===== src/rtl/apb_pkg.sv =====
// Shared APB link types, the completer FSM state and the word-index helper.
package apb_pkg;

  localparam int unsigned APB_ADDR_WIDTH = 32;
  localparam int unsigned APB_DATA_WIDTH = 32;
  localparam int unsigned APB_WORD_LSB   = 2;
  localparam logic        APB_WRITE      = 1'b1;

  typedef struct packed {
    logic [APB_ADDR_WIDTH-1:0] paddr;
    logic                      psel;
    logic [APB_DATA_WIDTH-1:0] pwdata;
    logic                      pstrb;
    logic                      pwrite;
    logic                      penable;
  } apb_req_s;

  typedef struct packed {
    logic [APB_DATA_WIDTH-1:0] prdata;
    logic                      pready;
    logic                      pslverr;
  } apb_resp_s;

  typedef enum logic {APB_IDLE, APB_ACCESS} apb_state_e;

  typedef logic [APB_ADDR_WIDTH-APB_WORD_LSB-1:0] apb_word_idx_t;

  function automatic apb_word_idx_t apb_word_idx(input logic [APB_ADDR_WIDTH-1:0] paddr);
    return paddr[APB_ADDR_WIDTH-1:APB_WORD_LSB];
  endfunction

endpackage


===== src/rtl/apb_reg_bank.sv =====
// Register array behind the APB completer: reg 0 is a constant ID, the rest are R/W.
module apb_reg_bank #(
  parameter int unsigned NUM_REGS = 8,
  parameter logic [31:0] ID_VALUE = 32'hA9B0_0001,
  localparam int unsigned IdxW    = (NUM_REGS > 1) ? $clog2(NUM_REGS) : 1
) (
  input  logic                     clk,
  input  logic                     rst_n,
  input  logic                     we,
  input  logic [IdxW-1:0]          idx,
  input  logic [31:0]              wdata,
  output logic [31:0]              rdata,
  output logic [NUM_REGS*32-1:0]   regs
);

  logic [31:0] mem_q [1:NUM_REGS-1];

  always_ff @(posedge clk or negedge rst_n) begin
    if (!rst_n) begin
      for (int i = 1; i < NUM_REGS; i++) begin
        mem_q[i] <= '0;
      end
    end else if (we) begin
      for (int i = 1; i < NUM_REGS; i++) begin
        if (idx == IdxW'(i)) begin
          mem_q[i] <= wdata;
        end
      end
    end
  end

  always_comb begin
    rdata = '0;
    if (idx == '0) begin
      rdata = ID_VALUE;
    end
    for (int i = 1; i < NUM_REGS; i++) begin
      if (idx == IdxW'(i)) begin
        rdata = mem_q[i];
      end
    end
  end

  always_comb begin
    regs        = '0;
    regs[31:0]  = ID_VALUE;
    for (int i = 1; i < NUM_REGS; i++) begin
      regs[32*i +: 32] = mem_q[i];
    end
  end

endmodule


===== src/rtl/apb_reg_completer.sv =====
// APB completer with programmable wait states, access decode and PSLVERR reporting.
module apb_reg_completer
  import apb_pkg::*;
#(
  parameter int unsigned NUM_REGS    = 8,
  parameter int unsigned WAIT_STATES = 0,
  parameter logic [31:0] ID_VALUE    = 32'hA9B0_0001
) (
  input  logic                   PCLK,
  input  logic                   PRESETn,
  input  apb_req_s               apb_req_i,
  output apb_resp_s              apb_resp_o,
  output logic [NUM_REGS*32-1:0] regs_o
);

  localparam int unsigned IdxW = (NUM_REGS > 1) ? $clog2(NUM_REGS) : 1;

  apb_state_e                state_q, state_d;
  logic [3:0]                cnt_q, cnt_d;
  logic [APB_ADDR_WIDTH-1:0] addr_q, addr_d;
  logic [APB_DATA_WIDTH-1:0] wdata_q, wdata_d;
  logic                      strb_q, strb_d;
  logic                      write_q, write_d;

  apb_word_idx_t             word_idx;
  logic                      err;
  logic                      pready;
  logic                      we;
  logic [31:0]               rdata;

  always_ff @(posedge PCLK or negedge PRESETn) begin
    if (!PRESETn) begin
      state_q <= APB_IDLE;
      cnt_q   <= '0;
      addr_q  <= '0;
      wdata_q <= '0;
      strb_q  <= 1'b0;
      write_q <= 1'b0;
    end else begin
      state_q <= state_d;
      cnt_q   <= cnt_d;
      addr_q  <= addr_d;
      wdata_q <= wdata_d;
      strb_q  <= strb_d;
      write_q <= write_d;
    end
  end

  always_comb begin
    state_d = state_q;
    cnt_d   = cnt_q;
    addr_d  = addr_q;
    wdata_d = wdata_q;
    strb_d  = strb_q;
    write_d = write_q;
    unique case (state_q)
      APB_IDLE: begin
        // PENABLE without a preceding setup phase is not a transfer start.
        if (apb_req_i.psel && !apb_req_i.penable) begin
          addr_d  = apb_req_i.paddr;
          wdata_d = apb_req_i.pwdata;
          strb_d  = apb_req_i.pstrb;
          write_d = apb_req_i.pwrite;
          cnt_d   = 4'(WAIT_STATES);
          state_d = APB_ACCESS;
        end
      end
      APB_ACCESS: begin
        if (apb_req_i.psel && apb_req_i.penable) begin
          if (cnt_q != '0) begin
            cnt_d = cnt_q - 4'd1;
          end else begin
            state_d = APB_IDLE;
          end
        end else begin
          state_d = APB_IDLE;
        end
      end
      default: state_d = APB_IDLE;
    endcase
  end

  assign word_idx = apb_word_idx(addr_q);
  assign err      = (addr_q[APB_WORD_LSB-1:0] != '0)
                  | (word_idx >= apb_word_idx_t'(NUM_REGS))
                  | ((write_q == APB_WRITE) & (word_idx == '0));

  assign pready = (state_q == APB_ACCESS) & apb_req_i.psel & apb_req_i.penable
                & (cnt_q == '0);
  assign we     = pready & (write_q == APB_WRITE) & !err & strb_q;

  always_comb begin
    apb_resp_o         = '0;
    apb_resp_o.pready  = pready;
    apb_resp_o.pslverr = pready & err;
    if (pready && (write_q != APB_WRITE) && !err) begin
      apb_resp_o.prdata = rdata;
    end
  end

  apb_reg_bank #(
    .NUM_REGS (NUM_REGS),
    .ID_VALUE (ID_VALUE)
  ) u_bank (
    .clk   (PCLK),
    .rst_n (PRESETn),
    .we    (we),
    .idx   (word_idx[IdxW-1:0]),
    .wdata (wdata_q),
    .rdata (rdata),
    .regs  (regs_o)
  );

endmodule


===== config.mk =====
export PLATFORM = sky130hd
export DESIGN_NAME = apb_reg_completer
export DESIGN_NICKNAME = d
export VERILOG_FILES = /design/src/rtl/apb_pkg.sv /design/src/rtl/apb_reg_bank.sv /design/src/rtl/apb_reg_completer.sv
export SDC_FILE = /design/constraint.sdc
export NUM_CORES = 1
export LEC_CHECK = 0
export ABC_AREA = 1
export BUFFER_PORTS_ARGS = -buffer_cell sky130_fd_sc_hd__buf_2
export CELL_PAD_IN_SITES_DETAIL_PLACEMENT = 0
export CELL_PAD_IN_SITES_GLOBAL_PLACEMENT = 2
export CORE_ASPECT_RATIO = 2
export CORE_MARGIN = 1.5
export CORE_UTILIZATION = 25
export DETAILED_ROUTE_END_ITERATION = 6
export PLACE_DENSITY = 0.67
export SLEW_MARGIN = 25
export SYNTH_ARGS = -nofsm -noshare
export SYNTH_HDL_FRONTEND = slang
export SYNTH_SLANG_ARGS = --single-unit

===== constraint.sdc =====
create_clock -name PCLK -period 2.8 [get_ports PCLK]
set_clock_uncertainty 0.2 [all_clocks]
set_input_delay 0.14 -clock PCLK [delete_from_list [all_inputs] [get_ports PCLK]]
set_output_delay 0.14 -clock PCLK [all_outputs]
set_load 0.01 [all_outputs]

==> summary.md, run 1 <==
| Metric | Value |
|---|---|
| Status | `finished clean` |
| Residual DRC | `0` |
| Initial antenna violation count | `0` |
| Hold Vio Cnt, Final | `0` |
| CP Capture Type | `output pin` |
| H-tree depth | `1` |
| Gate Count Post-Synth | `around 1900` |
| Flop-to-flop setup slack | `about 270 ps` |
| Hold Path Cell Cnt | `4` |
| DRT Wirelength | `72590 µm` |
| Final Cycle Share | `a little over nine tenths` |
| Drt first-iter violations | `around 1200` |
| Min Tclk post-route | `about 2800 ps` |
| CTS tree | `done` |
| Remaining antenna violation count | `0` |
| Io pins | `360` |
| Setup WS post-layout | `between 40 and 50 ps` |
| Top_reg_cell synth | `dfrtp_1` |
| Max_slew headroom | `46.70%` |
| CP Launch Type | `flip-flop` |
| Max-slew violation count | `0` |
| # diodes | `0` |
| Vias in the first global route | `14982` |
| Share of synthesized registers carrying an async set or reset | `100.0%` |
| Synthesized area per cell | `between 7 and 8 µm²` |
| WL/cell | `~24 µm` |
| Count leader, synth | `nand2_1` |
| Max FO, Critical Path | `9` |
| Worst r2r src | `cnt_q[1]` |
| GP Congestion | `between 0.8 and 0.9` |
| Pwr Total | `between 10 and 15 mW` |
| Share of layout cells above drive strength 1 | `23.93%` |
| Final #Nets | `about 2400` |
| Post-synth top area share | `a little over 50%` |
| RSZ-0062 raised after global routing | `yes` |
| Max-cap violations | `0` |
| GRT overflow | `0` |
| Die Y | `approximately 340 µm` |
| CTS root buf | `clkbuf_16` |
| Routed vias | `roughly 15000` |
| CTS sink count | `between 200 and 300` |
| Clk Latency, worst-skew pair | `slightly below 600 ps` |
| Cell taking the most area after synthesis | `dfrtp_1` |
| Area contributors post-synth | `dfrtp_1 52%, nand2_1 22%, nand4_1 10%` |
| Commonest cells in the netlist | `855 x nand2_1, 295 x dfrtp_1, 231 x nand4_1` |
| CTS Buf Count | `30` |
| Pre-CTS setup slack | `between 300 and 400 ps` |
| Post-synth cell types | `25` |
| DP Wirelength | `roughly 44000 µm` |
| Die area | `58800 µm²` |
| Initial core utilization | `approximately 25%` |
| Pwr dens | `slightly below 600 nW/µm²` |
| Row cnt | `roughly 120` |
| Hold Path Origin | `apb_req_i[62]` |
| Hold Path End | `addr_q[26]` |
| Final setup fails | `0` |
| Largest net degree at the start of global routing | `120` |
| Number of synthesized register bits | `approximately 300` |
| Reg2reg end | `u_bank.regs[128]` |
| Layout area overhead | `42.52%` |
| Worst Max-Slew Pin Slew | `approximately 800 ps` |
| Clock buffer depth | `3` |
| Fmax | `~360 MHz` |
| Type of the tightest min-delay check | `primary input to flip-flop` |
| Clk slew on worst S/H paths | `~60 ps` |
| Kind of critical path | `flip-flop to output pin` |
| Leak | `around 11 nW` |
| Crit path launch | `cnt_q[1]` |
| Seq/Total Area, Yosys | `51.56%` |
| PortBufs | `327` |
| Maximum VDD drop | `0.0004231 V` |
| Post-synth EDFFs | `0` |
| YS warnings | `0` |
| Cell area after synthesis | `around 14000 µm²` |
| Global-route wire length before repair | `between 100000 and 150000 µm` |
| Arr. time, crit path | `roughly 2400 ps` |
| Via density | `around 4.9` |
| Die Wd | `approximately 170 µm` |
| CP required | `2460 ps` |
| Reg2reg path depth | `12` |
| GRT Resource Usage Total | `around a quarter` |
| Core Region | `~56000 µm²` |
| First-pass detailed-route iteration total | `7` |
==> layout by cell type (no fill, tap or decap), types with 3 or more instances in the layout <==
cell	netlist	layout
clkbuf_16	0	35
buf_2	38	326
o21ai_0	27	27
nand3_2	0	4
buf_12	0	32
o22ai_1	14	14
nand3b_1	3	3
clkinv_2	0	5
buf_4	34	64
nand2_4	0	3
clkbuf_8	0	11
buf_16	0	6
dfrtp_1	295	293
nor3_1	29	24
inv_1	33	22
or2_2	12	12
inv_2	0	7
nand2_1	855	849
clkbuf_1	91	5
nand3_1	41	35
bufbuf_16	0	10
conb_1	2	32
dlygate4sd3_1	0	135
nand2_2	0	3
nor2_2	3	10
nor2_4	0	6
nor2_1	95	82
bufinv_16	0	3
a21oi_1	15	15
nand4_1	231	231
nor3_2	0	4
==> metal layers <==
metal,wire length [µm],global-route usage (%),vias to the layer above,share of wire (%)
li1,-,-,6917,-
met4,2819,9.692,0,3.9
met5,0,0,-,0
met3,4247,3.666,107,5.9
met2,37350,42.72,640,51
met1,28180,28.86,7569,39
==> what timing repair did <==
item                       4_1_cts  5_1_grt
pin swaps                        5       10
setup endpoints to repair       32       32
cloned                          11        4
resized for setup               31       24
hold endpoints to repair       363        0
hold buffers                   136        0
buffers inserted                19       27
==> flip-flops by register name, summed over array words and instances (netlist names) <==
name / cells
u_bank.regs: 224
wdata_q: 32
state_q: 1
write_q: 1
strb_q: 1
addr_q: 32
cnt_q: 4
==> final cells by class <==
type | count | area, µm²
multi-input combinational | 1363 | 6136
fill | 5930 | 36080
clock inverter | 8 | 117.6
tap | 750 | 938.4
clock buffer | 47 | 945.9
inverter | 34 | 142.6
sequential | 295 | 7385
timing repair buffer | 581 | 4740
==> worst max-delay path: stages, from the launching register on <==
cell	delay, ps
dfrtp_1	390
inv_2	90
ha_4	130
inv_2	40
nor3_4	210
nand2_4	100
clkinv_2	140
nand3_4	150
buf_4	200
nor3_2	190
buf_2	180
==> power breakdown <==
group / switching [mW] / total (mW) / leakage, nW / internal, mW
logic: 1.52 / 2.43 / 6.66 / 0.908
clock network: 1.84 / 4.42 / 0.525 / 2.58
registers: 0.416 / 4.90 / 4.01 / 4.49
total: 3.78 / 11.8 / 11.2 / 7.98
==> cells by family (layout without fill, tap and decap cells) <==
| family | count (synthesis) | in the layout | share of synthesized area [%] |
|---|---|---|---|
| simple gates | 1271 | 1271 | 38.42 |
| flops | 295 | 295 | 51.56 |
| buf+inv | 234 | 670 | 7.638 |
| compound gates | 59 | 59 | 2.246 |
| other cells | 2 | 32 | 0.05245 |
| fa+ha+maj | 1 | 1 | 0.08738 |
==> through the flow <==
stage / hold WS [ps] / area [µm²] / utilization [%] / TNS, ps / instances
3_5_place_dp: -78.92 / 16870 / 29.88 / 0 / 2826
4_1_cts: 121.4 / 19980 / 35.37 / -18.26 / 3047
3_3_place_gp: -74.60 / 16870 / 29.88 / 0 / 2826
5_1_grt: 162.2 / 20400 / 36.13 / -1230 / 3078
2_1_floorplan: -355.6 / 14430 / - / 0 / 1892
6_report: 153.1 / 20400 / 36.13 / 0 / 3078
==> worst max-delay path by stage <==
stage,end,depth (start not counted)
after floorplan,apb_resp_o[13],9
after global placement,apb_resp_o[6],11
after detailed placement,apb_resp_o[6],11
after CTS,apb_resp_o[6],11
after global routing,apb_resp_o[13],11
final,apb_resp_o[30],10
No activity file was read; power rests on OpenSTA's default activity.
==> run 2, diff against run 1 <==
CELL_PAD_IN_SITES_DETAIL_PLACEMENT = 1   (was 0)
==> summary.md, run 2 (synthesized netlist as in run 1, its figures left out) <==
| Metric | Value |
|---|---|
| Fillers | `6807 (was 5930)` |
| CTS root buf | `clkbuf_16 (unchanged)` |
| Core Region | `56480 µm² (unchanged)` |
| Arr. time, crit path | `2440 ps (was 2420 ps)` |
| WHS | `140.2 ps (was 153.1 ps)` |
| Largest net degree at the start of global routing | `120 (unchanged)` |
| Most frequent cells in the layout | `848 x nand2_1, 326 x buf_2, 293 x dfrtp_1, 231 x nand4_1, 129 x dlygate4sd3_1 (was 849 x nand2_1, 326 x buf_2, 293 x dfrtp_1, 231 x nand4_1, 135 x dlygate4sd3_1)` |
| Io pins | `360 (unchanged)` |
| Global-route wire length before repair | `107600 µm (was 103600 µm)` |
| Drt first-iter violations | `1022 (was 1211)` |
| Top Family by Delay on Critical Path | `simple AND/OR/NAND/NOR gates (was buffers and inverters)` |
| First-pass detailed-route iteration total | `5 (was 7)` |
| Slowest cell on the critical path | `dfrtp_1 (unchanged)` |
| Final Cycle Share | `99.16% (was 98.54%)` |
| Die Y | `341.4 µm (unchanged)` |
| Pwr dens | `582.8 nW/µm² (was 576.0 nW/µm²)` |
| Max FO, Critical Path | `8 (was 9)` |
| GRT overflow | `0 (unchanged)` |
| RSZ-0062 raised after global routing | `yes (unchanged)` |
| H-tree depth | `1 (unchanged)` |
| Share of layout cells above drive strength 1 | `24.23% (was 23.93%)` |
| Max-cap violations | `0 (unchanged)` |
| DP Wirelength | `46060 µm (was 44260 µm)` |
| Leak | `11.25 nW (was 11.20 nW)` |
| Type of the tightest min-delay check | `primary input to flip-flop (unchanged)` |
| Initial core utilization | `25.35% (unchanged)` |
| Final setup fails | `0 (unchanged)` |
| Remaining antenna violation count | `0 (unchanged)` |
| Most used cell, CP | `nor3_4 (was inv_2)` |
| Kind of critical path | `flip-flop to output pin (unchanged)` |
| Post-placement cell area | `16870 µm² (unchanged)` |
| Max_slew headroom | `45.01% (was 46.70%)` |
| Residual DRC | `0 (unchanged)` |
| CP Capture Type | `output pin (unchanged)` |
| Final Cell Area | `20490 µm² (was 20400 µm²)` |
| GP Congestion | `0.8038 (unchanged)` |
| Clock buffer depth | `3 (unchanged)` |
| Clk slew on worst S/H paths | `70 ps (was 60 ps)` |
| Die Wd | `172.2 µm (unchanged)` |
| DRT Wirelength | `76060 µm (was 72590 µm)` |
| Placed cell count | `2826 (unchanged)` |
| Max-slew violation count | `0 (unchanged)` |
| GRT Resource Usage Total | `24.99% (was 24.15%)` |
| Fmax | `360.2 MHz (was 362.5 MHz)` |
| Routed vias | `15356 (was 15233)` |
| CTS tree | `done (unchanged)` |
| Number of flip-flops in the largest register | `224 (unchanged)` |
| CTS sink count | `295 (unchanged)` |
| Row cnt | `123 (unchanged)` |
| Clk Latency, worst-skew pair | `580 ps (was 590 ps)` |
| CP required | `2460 ps (about the same)` |
| # diodes | `0 (unchanged)` |
| Most common cell after layout, fill and taps aside | `nand2_1 (unchanged)` |
| Via density | `4.995 (was 4.949)` |
| Initial antenna violation count | `0 (unchanged)` |
| CP Launch Type | `flip-flop (unchanged)` |
| Layout area overhead | `43.11% (was 42.52%)` |
| Multi-input logic area | `6157 µm² (was 6136 µm²)` |
| Maximum VDD drop | `0.0003923 V (was 0.0004231 V)` |
| Final #Nets | `2373 (was 2376)` |
| Hold Vio Cnt, Final | `0 (unchanged)` |
| Min Tclk post-route | `2776 ps (was 2759 ps)` |
| CTS Buf Count | `30 (unchanged)` |
| Vias in the first global route | `16007 (was 14982)` |
| FF+latch area | `7385 µm² (unchanged)` |
| Cell Chain, Critical Path | `inv_2, ha_4, inv_4, nor3_4, nand2_4, nor3_4, buf_12, buf_16, nand3_2, nor2_2, buf_2 (was inv_2, ha_4, inv_2, nor3_4, nand2_4, clkinv_2, nand3_4, buf_4, nor3_2, buf_2)` |
| Worst Max-Slew Pin Slew | `824.8 ps (was 799.4 ps)` |
| Non-Filler Instances | `3074 (was 3078)` |
| WP buf/inv | `5 (unchanged)` |
| Die area | `58800 µm² (unchanged)` |
| Worst path max stage delay | `400 ps (was 390 ps)` |
| PortBufs | `327 (unchanged)` |
| WL/cell | `24.74 µm (was 23.58 µm)` |
| Status | `finished clean (unchanged)` |
run 2: changes by cell type in the layout (fill, tap and decap cells not counted), sizes merged:
cell         delta
clkinv          +1
bufinv          +1
dlygate4sd3     -6
buf             -1
clkinvlp        -1
clkbuf          +2
run 2: area by class of cell:
cell class                 instances  share of cell area (%)
sequential                       295                   36.04
multi-input combinational       1363                   30.05
timing repair buffer             578                   23.43
tap                              750                   4.580
clock buffer                      45                   4.433
inverter                          34                  0.7389
clock inverter                     9                  0.7267
run 2: where the power goes:
group / internal, mW / switching, mW
Combinational: 0.978 / 1.60
Clock: 2.60 / 1.86
Sequential: 4.49 / 0.420
run 2: worst reg2reg max path: cells and delay by family (launching register included):
kind          cells  cell delay (ps)
fa+ha+maj         1              140
buf+inv           6              960
flops             1              400
simple gates      5              760
run 2: metrics by stage:
stage	setup TNS [ps]	utilization (%)	setup WS (ps)	power (mW)
after floorplan	0	-	699.1	5.833
after global placement	0	29.88	308.1	6.719
after detailed placement	0	29.88	281.9	6.758
after CTS	-46.04	35.26	-11.68	11.69
after global routing	-956.9	36.28	-95.69	12.34
final	0	36.28	23.61	11.94
run 2: timing repair:
| item | 4_1_cts | 5_1_grt |
|---|---|---|
| cloned | 11 | 8 |
| setup buffers | 20 | 25 |
| resized for setup | 30 | 39 |
| hold buffers | 130 | 0 |
| setup endpoints to repair | 32 | 32 |
| hold endpoints to repair | 363 | 0 |
| pin swaps | 4 | 11 |
run 2: worst paths after layout:
check                             startpoint                to  slack (ps)  depth (start not counted)
worst max-delay path                cnt_q[1]    apb_resp_o[19]          20                         11
worst min-delay path            apb_req_i[3]        wdata_q[0]         140                          4
worst max register to register      cnt_q[1]  u_bank.regs[172]         290                         12
worst min register to register     addr_q[5]         addr_q[5]         280                          2
max in group asynchronous            PRESETn  u_bank.regs[202]        1350                          4
min in group asynchronous            PRESETn       wdata_q[22]         530                          4
run 2: routing by layer:
metal  GRT usage (%)  share of wire [%]  wire length [µm]
met3           3.782                5.7              4313
met2           44.22                 51             38650
met5               0                  0                 0
met4           11.05                5.1              3903
met1           29.43                 38             29190
==> run 3, diff against run 2 <==
CTS_BUF_LIST = sky130_fd_sc_hd__clkbuf_8   (was unset)
==> summary.md, run 3 (synthesized netlist as in run 1, its figures left out) <==
| Metric | Value |
|---|---|
| Max-slew violation count | `0 (unchanged)` |
| Most frequent cells in the layout | `847 x nand2_1, 326 x buf_2, 293 x dfrtp_1, 231 x nand4_1, 137 x dlygate4sd3_1 (was 848 x nand2_1, 326 x buf_2, 293 x dfrtp_1, 231 x nand4_1, 129 x dlygate4sd3_1)` |
| Top Family by Delay on Critical Path | `simple AND/OR/NAND/NOR gates (unchanged)` |
| Final #Nets | `2410 (was 2373)` |
| Cell Chain, Critical Path | `inv_2, ha_4, inv_4, nor3_4, nand2_4, nor3_4, buf_12, buf_16, nand3_2, nor2_2, buf_2 (unchanged)` |
| Max FO, Critical Path | `6 (was 8)` |
| Pwr dens | `561.0 nW/µm² (was 582.8 nW/µm²)` |
| Routed vias | `15685 (was 15356)` |
| Largest net degree at the start of global routing | `120 (unchanged)` |
| PortBufs | `327 (unchanged)` |
| Share of layout cells above drive strength 1 | `25.37% (was 24.23%)` |
| Initial core utilization | `25.35% (unchanged)` |
| Die Wd | `172.2 µm (unchanged)` |
| Sequential Power Share | `42.2% (was 41.1%)` |
| Leak | `11.42 nW (was 11.25 nW)` |
| CP Capture Type | `output pin (unchanged)` |
| Kind of critical path | `flip-flop to output pin (unchanged)` |
| Fillers | `6869 (was 6807)` |
| Final Cycle Share | `101.1% (was 99.16%)` |
| Sw Ratio | `34.27% (was 32.49%)` |
| Drt first-iter violations | `1181 (was 1022)` |
| Number of flip-flops in the largest register | `224 (unchanged)` |
| Vias in the first global route | `16405 (was 16007)` |
| Type of the tightest min-delay check | `flip-flop to flip-flop (was primary input to flip-flop)` |
| Sw Pwr | `3.988 mW (was 3.880 mW)` |
| Met3 Use GR | `4.754% (was 3.782%)` |
| Pwr Total | `11.64 mW (was 11.94 mW)` |
| CP required | `2460 ps (about the same)` |
| Global-route wire length before repair | `110000 µm (was 107600 µm)` |
| DP Wirelength | `46060 µm (unchanged)` |
| CTS tree | `done (unchanged)` |
| Arr. time, crit path | `2490 ps (was 2440 ps)` |
| Flop-to-flop setup slack | `240 ps (was 290 ps)` |
| Status | `finished, violations left (was finished clean)` |
| Residual DRC | `0 (unchanged)` |
| Setup TNS | `-78.19 ps (was 0 ps)` |
| Internal | `7.647 mW (was 8.061 mW)` |
| Row cnt | `123 (unchanged)` |
| WL/cell | `24.81 µm (was 24.74 µm)` |
| Clk slew on worst S/H paths | `60 ps (was 70 ps)` |
| Die area | `58800 µm² (unchanged)` |
| GP Congestion | `0.8038 (unchanged)` |
| RSZ-0062 raised after global routing | `yes (unchanged)` |
| Max_slew headroom | `44.71% (was 45.01%)` |
| Most common cell after layout, fill and taps aside | `nand2_1 (unchanged)` |
| GR Util met2 | `44.88% (was 44.22%)` |
| CTS Buf Count | `49 (was 30)` |
| WP buf/inv | `5 (unchanged)` |
| Clk Latency, worst-skew pair | `650 ps (was 580 ps)` |
| Core Region | `56480 µm² (unchanged)` |
| Max-cap violations | `0 (unchanged)` |
| Io pins | `360 (unchanged)` |
| Slowest cell on the critical path | `dfrtp_1 (unchanged)` |
| GRT Resource Usage Total | `25.65% (was 24.99%)` |
| Non-Filler Instances | `3128 (was 3074)` |
| Min Tclk post-route | `2830 ps (was 2776 ps)` |
| Setup WS post-layout | `-30.46 ps (was 23.61 ps)` |
| Die Y | `341.4 µm (unchanged)` |
| Routing usage on met1 | `29.31% (was 29.43%)` |
| Remaining antenna violation count | `0 (unchanged)` |
| Hold Vio Cnt, Final | `0 (unchanged)` |
| Via density | `5.014 (was 4.995)` |
| Initial antenna violation count | `2 (was 0)` |
| H-tree depth | `2 (was 1)` |
| CP Launch Type | `flip-flop (unchanged)` |
| Fmax | `353.3 MHz (was 360.2 MHz)` |
| CTS sink count | `295 (unchanged)` |
| Clock buffer depth | `3 (unchanged)` |
| Placed cell count | `2826 (unchanged)` |
| CTS root buf | `clkbuf_8 (was clkbuf_16)` |
| Worst Max-Slew Pin Slew | `829.3 ps (was 824.8 ps)` |
| Layout area overhead | `44.87% (was 43.11%)` |
| DRT Wirelength | `77590 µm (was 76060 µm)` |
| Combinational Power Share | `22.9% (was 21.6%)` |
| WHS | `277.1 ps (was 140.2 ps)` |
| Worst path max stage delay | `400 ps (about the same)` |
| GRT overflow | `0 (unchanged)` |
| Final setup fails | `5 (was 0)` |
| First-pass detailed-route iteration total | `7 (was 5)` |
| Maximum VDD drop | `0.0003003 V (was 0.0003923 V)` |
| Part of the power in the clock network | `34.8% (was 37.3%)` |
| Failing checks | `setup timing` |
| GRT Max-Usage Layer | `met2 (unchanged)` |
| Most used cell, CP | `nor3_4 (unchanged)` |
run 3: per-layer routing:
metal,wire [µm],up-vias
met2,39560,599
met4,4542,2
li1,-,6994
met3,4474,184
met1,29000,7906
met5,14,-
run 3: final timing paths:
path                       startpoint          endpoint  cells past startpoint
max reg2reg                  cnt_q[0]  u_bank.regs[199]                     13
max                          cnt_q[0]    apb_resp_o[19]                     11
min reg2reg                 addr_q[5]         addr_q[5]                      2
min in group asynchronous     PRESETn  u_bank.regs[154]                      4
min                         addr_q[5]         addr_q[5]                      2
max in group asynchronous     PRESETn       wdata_q[10]                      4
run 3: through the flow:
step                      utilization (%)  area [µm²]  setup slack (ps)
final                               36.72       20740            -30.46
after global routing                36.72       20740            -159.6
after CTS                           35.59       20100            -55.49
after detailed placement            29.88       16870             281.9
after global placement              29.88       16870             308.1
after floorplan                         -       14430             699.1
run 3: power groups by stage:
stage                     combinational [mW]  clock [mW]  sequential [mW]
final                                   2.67        4.05             4.91
after CTS                               2.29        4.16             4.88
after global placement                  1.78           0             4.94
after global routing                    2.83        4.30             4.94
after detailed placement                1.81           0             4.95
after floorplan                         1.18           0             4.65
run 3: final cells by class:
type	instances	area [µm²]	share of cell area, %
well taps	750	938.4	4.524
clock inverters	25	126.4	0.6092
multi-input cells	1363	6218	29.98
diodes	1	2.502	0.01206
inverters	34	153.9	0.7419
repair buffers	596	5037	24.29
clock buffers	64	880.8	4.247
flip-flops and latches	295	7385	35.60
run 3: tightest hold or removal path, delay by kind of cell, from the launching register on:
kind,cells,cell delay [ps]
simple gates,2,110
flops,1,340
run 3: timing repair:
action	CTS	global route
pin swaps	5	17
endpoints found under the hold margin	363	0
gates cloned	14	8
endpoints found under the setup margin	32	32
resized for setup	36	52
hold buffers	138	0
buffers inserted	27	26
